<file path="src/rtl/key_pkg.sv">
// Shared types and defaults for the key debounce block: FSM state encoding,
// 50 MHz timing constants and the counter-width helper.
package key_pkg;

    typedef enum logic [1:0] {
        IDLE      = 2'd0,
        PRESS_FLT = 2'd1,
        DOWN      = 2'd2,
        REL_FLT   = 2'd3
    } key_fsm_e;

    localparam int DEBOUNCE_CYCLES_50M = 1_000_000;
    localparam int LONG_CYCLES_50M     = 50_000_000;

    // Bits needed to count up to the larger of the two terminal values.
    function automatic int cnt_width(input int deb_cycles, input int long_cycles);
        int max_cycles;
        max_cycles = (deb_cycles > long_cycles) ? deb_cycles : long_cycles;
        return (max_cycles < 2) ? 1 : $clog2(max_cycles);
    endfunction

endpackage

</file>
<file path="src/rtl/key_debounce_ch.sv">
// One key channel: two-flop synchroniser, debounce FSM and registered event pulses.
// With KEY_LONG_EN defined a hold timer adds a one-shot long-press pulse.
module key_debounce_ch
    import key_pkg::*;
#(
    parameter int DEBOUNCE_CYCLES = DEBOUNCE_CYCLES_50M,
    parameter int LONG_CYCLES     = LONG_CYCLES_50M
) (
    input  logic clk,
    input  logic rst_n,
    input  logic key_n,
    output logic key_state,
    output logic key_press,
    output logic key_release
`ifdef KEY_LONG_EN
    ,
    output logic key_long
`endif
);

    localparam int CW = cnt_width(DEBOUNCE_CYCLES, LONG_CYCLES);
    localparam logic [CW-1:0] DEB_LAST = CW'(DEBOUNCE_CYCLES - 1);

    logic          s1_q, s2_q;
    key_fsm_e      state_q, state_d;
    logic [CW-1:0] cnt_q, cnt_d;
    logic          key_state_q, key_state_d;
    logic          press_q, press_d;
    logic          release_q, release_d;

    always_comb begin
        state_d     = state_q;
        cnt_d       = cnt_q;
        key_state_d = key_state_q;
        press_d     = 1'b0;
        release_d   = 1'b0;
        case (state_q)
            IDLE: begin
                if (!s2_q) begin
                    state_d = PRESS_FLT;
                    cnt_d   = '0;
                end
            end
            PRESS_FLT: begin
                if (s2_q) begin
                    state_d = IDLE;
                    cnt_d   = '0;
                end else if (cnt_q == DEB_LAST) begin
                    state_d     = DOWN;
                    press_d     = 1'b1;
                    key_state_d = 1'b1;
                    cnt_d       = '0;
                end else begin
                    cnt_d = cnt_q + 1'b1;
                end
            end
            DOWN: begin
                if (s2_q) begin
                    state_d = REL_FLT;
                    cnt_d   = '0;
                end
            end
            default: begin
                // A bounce back to pressed returns to DOWN without an event.
                if (!s2_q) begin
                    state_d = DOWN;
                end else if (cnt_q == DEB_LAST) begin
                    state_d     = IDLE;
                    release_d   = 1'b1;
                    key_state_d = 1'b0;
                    cnt_d       = '0;
                end else begin
                    cnt_d = cnt_q + 1'b1;
                end
            end
        endcase
    end

    always_ff @(posedge clk or negedge rst_n) begin
        if (!rst_n) begin
            s1_q        <= 1'b1;
            s2_q        <= 1'b1;
            state_q     <= IDLE;
            cnt_q       <= '0;
            key_state_q <= 1'b0;
            press_q     <= 1'b0;
            release_q   <= 1'b0;
        end else begin
            s1_q        <= key_n;
            s2_q        <= s1_q;
            state_q     <= state_d;
            cnt_q       <= cnt_d;
            key_state_q <= key_state_d;
            press_q     <= press_d;
            release_q   <= release_d;
        end
    end

    assign key_state   = key_state_q;
    assign key_press   = press_q;
    assign key_release = release_q;

`ifdef KEY_LONG_EN
    localparam logic [CW-1:0] LONG_LAST = CW'(LONG_CYCLES - 1);

    logic [CW-1:0] hold_q, hold_d;
    logic          fired_q, fired_d;
    logic          long_q, long_d;

    // Hold time keeps running through release bounces; it restarts only on a new press.
    always_comb begin
        hold_d  = hold_q;
        fired_d = fired_q;
        long_d  = 1'b0;
        if (press_d) begin
            hold_d  = '0;
            fired_d = 1'b0;
        end else if (state_q == DOWN || state_q == REL_FLT) begin
            if (hold_q != LONG_LAST) begin
                hold_d = hold_q + 1'b1;
            end else if (!fired_q) begin
                long_d  = 1'b1;
                fired_d = 1'b1;
            end
        end
    end

    always_ff @(posedge clk or negedge rst_n) begin
        if (!rst_n) begin
            hold_q  <= '0;
            fired_q <= 1'b0;
            long_q  <= 1'b0;
        end else begin
            hold_q  <= hold_d;
            fired_q <= fired_d;
            long_q  <= long_d;
        end
    end

    assign key_long = long_q;
`endif

endmodule

</file>
<file path="src/rtl/key_debounce4.sv">
// Multi-channel push-button conditioner for active-low board keys.
// Optional long-press output enabled by defining KEY_LONG_EN.
module key_debounce4
    import key_pkg::*;
#(
    parameter int KEY_N           = 4,
    parameter int DEBOUNCE_CYCLES = DEBOUNCE_CYCLES_50M,
    parameter int LONG_CYCLES     = LONG_CYCLES_50M
) (
    input  logic             clk,
    input  logic             rst_n,
    input  logic [KEY_N-1:0] key_n,
    output logic [KEY_N-1:0] key_state,
    output logic [KEY_N-1:0] key_press,
    output logic [KEY_N-1:0] key_release
`ifdef KEY_LONG_EN
    ,
    output logic [KEY_N-1:0] key_long
`endif
);

    generate
        for (genvar gi = 0; gi < KEY_N; gi++) begin : g_ch
            key_debounce_ch #(
                .DEBOUNCE_CYCLES (DEBOUNCE_CYCLES),
                .LONG_CYCLES     (LONG_CYCLES)
            ) u_ch (
                .clk         (clk),
                .rst_n       (rst_n),
                .key_n       (key_n[gi]),
                .key_state   (key_state[gi]),
                .key_press   (key_press[gi]),
                .key_release (key_release[gi])
`ifdef KEY_LONG_EN
                ,
                .key_long    (key_long[gi])
`endif
            );
        end
    endgenerate

endmodule

</file>
<file path="config.mk">
export PLATFORM = sky130hd
export DESIGN_NAME = key_debounce4
export DESIGN_NICKNAME = d
export VERILOG_FILES = /design/src/rtl/key_pkg.sv /design/src/rtl/key_debounce_ch.sv /design/src/rtl/key_debounce4.sv
export SDC_FILE = /design/constraint.sdc
export NUM_CORES = 1
export LEC_CHECK = 0
export BUFFER_PORTS_ARGS = -buffer_cell sky130_fd_sc_hd__buf_2
export CORE_MARGIN = 3
export CORE_UTILIZATION = 30
export DETAILED_ROUTE_END_ITERATION = 8
export PLACE_DENSITY = 0.4
export SKIP_LAST_GASP = 1
export SLEW_MARGIN = 5
export SYNTH_ARGS = -nofsm -noshare
export SYNTH_HDL_FRONTEND = slang
export SYNTH_SLANG_ARGS = --single-unit
export TNS_END_PERCENT = 100
</file>
<file path="constraint.sdc">
create_clock -name clk -period 3 [get_ports clk]
set_input_delay 0.15 -clock clk [delete_from_list [all_inputs] [get_ports clk]]
set_output_delay 0.15 -clock clk [all_outputs]
set_load 0.01 [all_outputs]
</file>
# After elaboration in Yosys (flattened, before gate mapping)
# Index checks and enable logic that the tools add are counted.
# totals
inputBits	6
wordCells	192
out_inout_bits	12
ff_bits	132
# classes
n_mux	92
bitwise_logic	4
eq_ne	32
n_reduce_logical	32
n_addsub	4
# op_table
cell	count
2-to-1 mux 26 bit	20
one-hot mux 26 bit (3 select lines)	4
adder 26 x 1 -> 26 bit (second input constant)	4
equality test 26 x 20 -> 1 bit (second input constant)	4
2-to-1 mux 2 bit	24
2-to-1 mux 1 bit	36
AND reduction 4 bit	8
one-hot mux 2 bit (3 select lines)	4
inequality test 2 bit (second input constant)	8
inequality test 4 bit (second input constant)	4
inequality test 3 x 1 -> 1 bit (second input constant)	4
AND reduction 3 bit	4
nonzero test 3 bit	4
OR reduction 3 bit	4
equality test 2 x 1 -> 1 bit (second input constant)	4
equality test 2 bit (second input constant)	4
logical NOT 2 bit	4
inequality test 2 x 1 -> 1 bit (second input constant)	4
one-hot mux 1 bit (2 select lines)	4
nonzero test 2 bit	4
OR reduction 2 bit	4
NOT 1 bit	4

# Logic depth before layout (Yosys ltp)
# depth
ltp_word	4
mapped_depth	8
ltp_nobuf	7

# Cells and area by module
# Synthesis repeated with hierarchy kept, for this count alone.
# unflattened
hier_cells	754
hier_area_um2	7365.8
# modules_own_cells
mod	seq_area_each_um2	cells_each	area_each_um2	n_inst
key_debounce_ch at g_ch[0].u_ch ...	828.3	185	1823.0	3
key_debounce_ch at g_ch[3].u_ch	828.3	199	1896.8	1

# Least setup slack after synthesis
# OpenSTA, ideal clock, no wires.
# synth_path
path_type	flip-flop to flip-flop
from	register g_ch[1].u_ch.state_q[0]
to	register g_ch[1].u_ch.cnt_q[17]
path_buffers	0
path_slack_ns	0.797
synth_period_minus_slack_ns	2.203
setup_time_ns	0.077
path_stages_with_launch	8
t_arrival_ns	2.125
t_required_ns	2.923
cell_sequence	dfrtp_1 > inv_1 > ha_1 > nor2_1 > o31ai_1 > nand2_1 > or4_1 > a21oi_1
# synth_between
elab_chain_len	3
word_cells_on_any_way	8
cone_classes	eq/ne (4); mux (1); reduce/logical (3)
# synth_lines
item	line_no	rtl
start, declared	key_debounce_ch.sv:25	key_fsm_e state_q, state_d;
start signal, assigned	key_debounce_ch.sv:91	state_q <= state_d;
equality test 2 bit (tied with other cells)	key_debounce_ch.sv:37	case (state_q)
inequality test 2 x 1 -> 1 bit (no source line) (tied with other cells)	-	
AND reduction 3 bit (no source line)	-	
end signal, assigned	key_debounce_ch.sv:92	cnt_q <= cnt_d;
end, declared	key_debounce_ch.sv:26	logic [CW-1:0] cnt_q, cnt_d;
# Several ways; a longest one is shown, not always the timed one.
# A chain may end at the register's enable or synchronous reset.

# Worst setup path in the final report
# layout_path
from	register g_ch[3].u_ch.state_q[0]
to	register g_ch[3].u_ch.cnt_q[21]
# layout_between
elab_chain_len	3
word_cells_on_any_way	8
cone_classes	eq/ne (4); mux (1); reduce/logical (3)
# layout_lines
item	line_no
start, declared	key_debounce_ch.sv:25
start signal, assigned	key_debounce_ch.sv:91
equality test 2 bit (tied with other cells)	key_debounce_ch.sv:37
inequality test 2 x 1 -> 1 bit (no source line) (tied with other cells)	-
AND reduction 3 bit (no source line)	-
end signal, assigned	key_debounce_ch.sv:92
end, declared	key_debounce_ch.sv:26
# Several ways; a longest one is shown, not always the timed one.

==> run summary <==
Outcome = finished, final reports clean
Commonest non-fill, non-tap cells in the layout = sky130_fd_sc_hd__dfrtp_1 (124), sky130_fd_sc_hd__nor2_1 (106), sky130_fd_sc_hd__xnor2_1 (45)
Clock H-tree levels = 4
Count of final max-slew check failures = 0
Initial cell density of the core = 30.7%
Element type at the critical path end = register
Final critical path time including I/O delays and setup = 2470 ps
Power per standard cell area = 679 nW/um^2
Antenna cells = 0
Area share of the largest cell type after synthesis = 42.6%
Number of fill cells = 2499
Worst-case clock skew = 7.94 ps
Maximum vdd ir drop = 0.381 mV
Type of the setup path with the least slack = register to register
Crit Reg-Reg Startpoint = g_ch[3].u_ch.state_q[0]
Tcrit/Tclk final = 82.2%
Ys Warns = 0
Average routed wire per standard cell = 14.4 um
Boundary pin count = 18
Number of nets still failing antenna checks after routing = 0
Worst slew margin relative to its limit = 55.1%
Total routed wirelength = 16.3 mm
Biggest area consumer among synthesized cells = sky130_fd_sc_hd__dfrtp_1
Signed area change from the synthesized netlist to the final layout = 14.4%
Number of CTS-inserted buffers = 17
CP required = 3310 ps
Most frequent standard cell in the layout excluding fill and tap cells = sky130_fd_sc_hd__dfrtp_1
Total standard cell area after synthesis = 7280 sq um
Register-to-register path setup slack = 530 ps
Core area = 23700 sq um
Share of async-settable or async-resettable flops after synthesis = 100%
Share of cells above drive strength 1 = 10.2%
Average cell area after synthesis = 9.30 sq um
Unrepaired setup endpoints after global routing = false
Total global-route track usage = 13.0%
Pin count of the biggest net entering global routing = 67
DRC violation count after routing = 0
Source-to-sink clock delay at the later pin of the worst-skew pair = 420 ps
Transition time at the pin with the least slew margin = 668 ps
Remaining global-route overflow = 0
Worst Hold Margin = 303 ps
Highest clock frequency the design can meet = 0.406 GHz
Global placement routability congestion = 0.814
Buffer cell driving the clock tree root = sky130_fd_sc_hd__clkbuf_16
P_leak = 3.45 nW
Class of the worst hold path = primary input to asynchronous set/reset pin
Horizontal die dimension = 162 um
Wire length of the first global-routing pass = 28.1 mm
Placement Rows = 56
Via count of the first global-routing pass = 5583
Distinct cells, synth = 59
Switching power total = 1.87 mW
Clock share of power = 38.8%
Clock buffer depth = 2
Total via count after detailed routing = 5668
Cell-internal power = 3.79 mW
Total count of hold-check failures in the final report = 0
Vertical die dimension = 162 um
Register share of total power = 36.1%
Final-layout setup total negative slack = 0 ps
Leading cell types by total area after synthesis = sky130_fd_sc_hd__dfrtp_1 (43%), sky130_fd_sc_hd__nor2_1 (5.5%), sky130_fd_sc_hd__xnor2_1 (5.4%), sky130_fd_sc_hd__ha_1 (4.1%), sky130_fd_sc_hd__xor2_1 (3.7%)
DPL Wire Length = 11.0 mm
Critical Path AT = 2770 ps
Number of max-cap violations = 0
Critical path peak fanout = 14
Final #Nets = 824
DRT Pass-1 Iters = 5
Mapped Nets = 813
Initial antenna violation count = 0
Register-to-Register Path Depth = 7
Fraction of the yosys area taken by sequential cells = 45.5%
R2r endpoint = g_ch[3].u_ch.cnt_q[21]
Comb power frac = 25.1%
Overall die area = 26200 sq um
Post-CTS Repair Setup Buffers = 0
Sw Share = 33.1%
Top flip-flop cell by instance count after synthesis = sky130_fd_sc_hd__dfrtp_1
Post-synthesis cell count = 783
Clk pin slew, worst setup/hold paths = 60 ps
Number of vias per cell = 5.03
Seq cells post-synth = 132
Number of synthesized flops with an enable pin = 0
Port Buffer Count = 17
CTS tree = done
Final count of negative-setup-slack endpoints = 0
Startpoint type of the worst setup path = register
Sink Count = 132
Number of violations reported at the end of detailed-routing iteration 0 = 331
power groups by stage:
stage          Sequential [mW]  Clock [mW]  Combinational (mW)
2_1_floorplan             2.03           0                1.03
3_3_place_gp              2.06           0                1.39
3_5_place_dp              2.07           0                1.42
4_1_cts                   2.04        2.27                1.43
5_1_grt                   2.06        2.33                1.61
6_report                  2.04        2.19                1.42
state kept, by name (all words and copies together), names as in the netlist, named ones only:
name                   count
g_ch.u_ch.s2_q             4
g_ch.u_ch.state_q          4
g_ch.u_ch.key_state        4
g_ch.u_ch.key_release      4
g_ch.u_ch.cnt_q          104
g_ch.u_ch.s1_q             4
g_ch.u_ch.key_press        4
worst max-delay path: stages, from the launching register on:
cell	delay, ps
sky130_fd_sc_hd__dfrtp_1	410
sky130_fd_sc_hd__inv_1	160
sky130_fd_sc_hd__ha_1	290
sky130_fd_sc_hd__nor2_1	90
sky130_fd_sc_hd__o31a_1	420
sky130_fd_sc_hd__nor4b_1	600
sky130_fd_sc_hd__a21boi_0	180
sky130_fd_sc_hd__o22a_1	200
cells by family (layout without fill, tap and decap cells):
group / after synthesis / count (layout) / share of synthesized area, %
buffers and inverters: 66 / 90 / 4.24
AND/OR/NAND/NOR: 386 / 386 / 28.0
flip-flops: 132 / 132 / 45.5
AO/OA/AOI/OAI: 93 / 93 / 8.14
XOR/XNOR: 76 / 76 / 9.14
multiplexers: 6 / 6 / 0.859
adder cells (fa/ha/maj): 24 / 24 / 4.12
cell usage after synthesis (3+ instances only):
library cell / count
sky130_fd_sc_hd__dfrtp_1: 124
sky130_fd_sc_hd__nor2_1: 106
sky130_fd_sc_hd__xnor2_1: 45
sky130_fd_sc_hd__nand2_1: 44
sky130_fd_sc_hd__nand3_1: 44
sky130_fd_sc_hd__nand4_1: 42
sky130_fd_sc_hd__xor2_1: 31
sky130_fd_sc_hd__o21ai_0: 28
sky130_fd_sc_hd__nor3_1: 26
sky130_fd_sc_hd__nor4_1: 25
sky130_fd_sc_hd__and3_1: 24
sky130_fd_sc_hd__clkbuf_1: 24
sky130_fd_sc_hd__ha_1: 24
sky130_fd_sc_hd__inv_1: 24
sky130_fd_sc_hd__a21oi_1: 23
sky130_fd_sc_hd__or3_1: 16
sky130_fd_sc_hd__buf_4: 13
sky130_fd_sc_hd__o31ai_1: 10
sky130_fd_sc_hd__and4_1: 9
sky130_fd_sc_hd__nand2b_1: 9
sky130_fd_sc_hd__dfstp_2: 8
sky130_fd_sc_hd__nor4b_1: 8
sky130_fd_sc_hd__and2_1: 7
sky130_fd_sc_hd__or4_1: 7
sky130_fd_sc_hd__or2_2: 6
sky130_fd_sc_hd__mux2i_1: 4
sky130_fd_sc_hd__o31a_1: 4
sky130_fd_sc_hd__a31oi_1: 3
sky130_fd_sc_hd__nor3b_1: 3
how the worst max path moves through the flow:
stage	depth (start not counted)	from	to	slack (ps)
3_3_place_gp	6	g_ch[3].u_ch.cnt_q[21]	g_ch[3].u_ch.cnt_q[5]	630
2_1_floorplan	7	g_ch[1].u_ch.state_q[0]	g_ch[1].u_ch.cnt_q[17]	800
5_1_grt	7	g_ch[3].u_ch.state_q[0]	g_ch[3].u_ch.cnt_q[21]	270
3_5_place_dp	7	g_ch[3].u_ch.state_q[0]	g_ch[3].u_ch.cnt_q[19]	520
6_report	7	g_ch[3].u_ch.state_q[0]	g_ch[3].u_ch.cnt_q[21]	530
4_1_cts	7	g_ch[3].u_ch.state_q[0]	g_ch[3].u_ch.cnt_q[19]	510
layout make-up:
type / instances / area [sq um] / area share (%)
flip-flops and latches: 132 / 3310 / 39.8
repair buffers: 34 / 244 / 2.93
clock buffers: 23 / 498 / 5.98
well taps: 319 / 399 / 4.79
clock inverters: 9 / 124 / 1.49
multi-input cells: 585 / 3660 / 43.9
inverters: 24 / 90.1 / 1.08
stage by stage:
step	cell area [sq um]	instances	setup WS [ps]	util, %	power [mW]
2_1_floorplan	7280	783	797	-	3.06
3_3_place_gp	7660	1089	625	32.3	3.45
3_5_place_dp	7660	1089	516	32.3	3.49
4_1_cts	8330	1126	506	35.2	5.74
5_1_grt	8330	1126	268	35.2	6.00
6_report	8330	1126	534	35.2	5.66
routing by layer:
layer / global-route usage, % / wire length, um / up-vias
met4: 3.33 / 156 / 0
met3: 3.24 / 524 / 13
li1: - / - / 2811
met2: 20.3 / 7370 / 104
met1: 18.0 / 8210 / 2740
met5: 0 / 0 / -
repair_timing:
item	in CTS	in global routing
setup endpoints to repair	0	0
endpoints found under the hold margin	64	0
hold buffers	5	0
gates resized for setup	0	0
(Power assumes the default switching activity.)
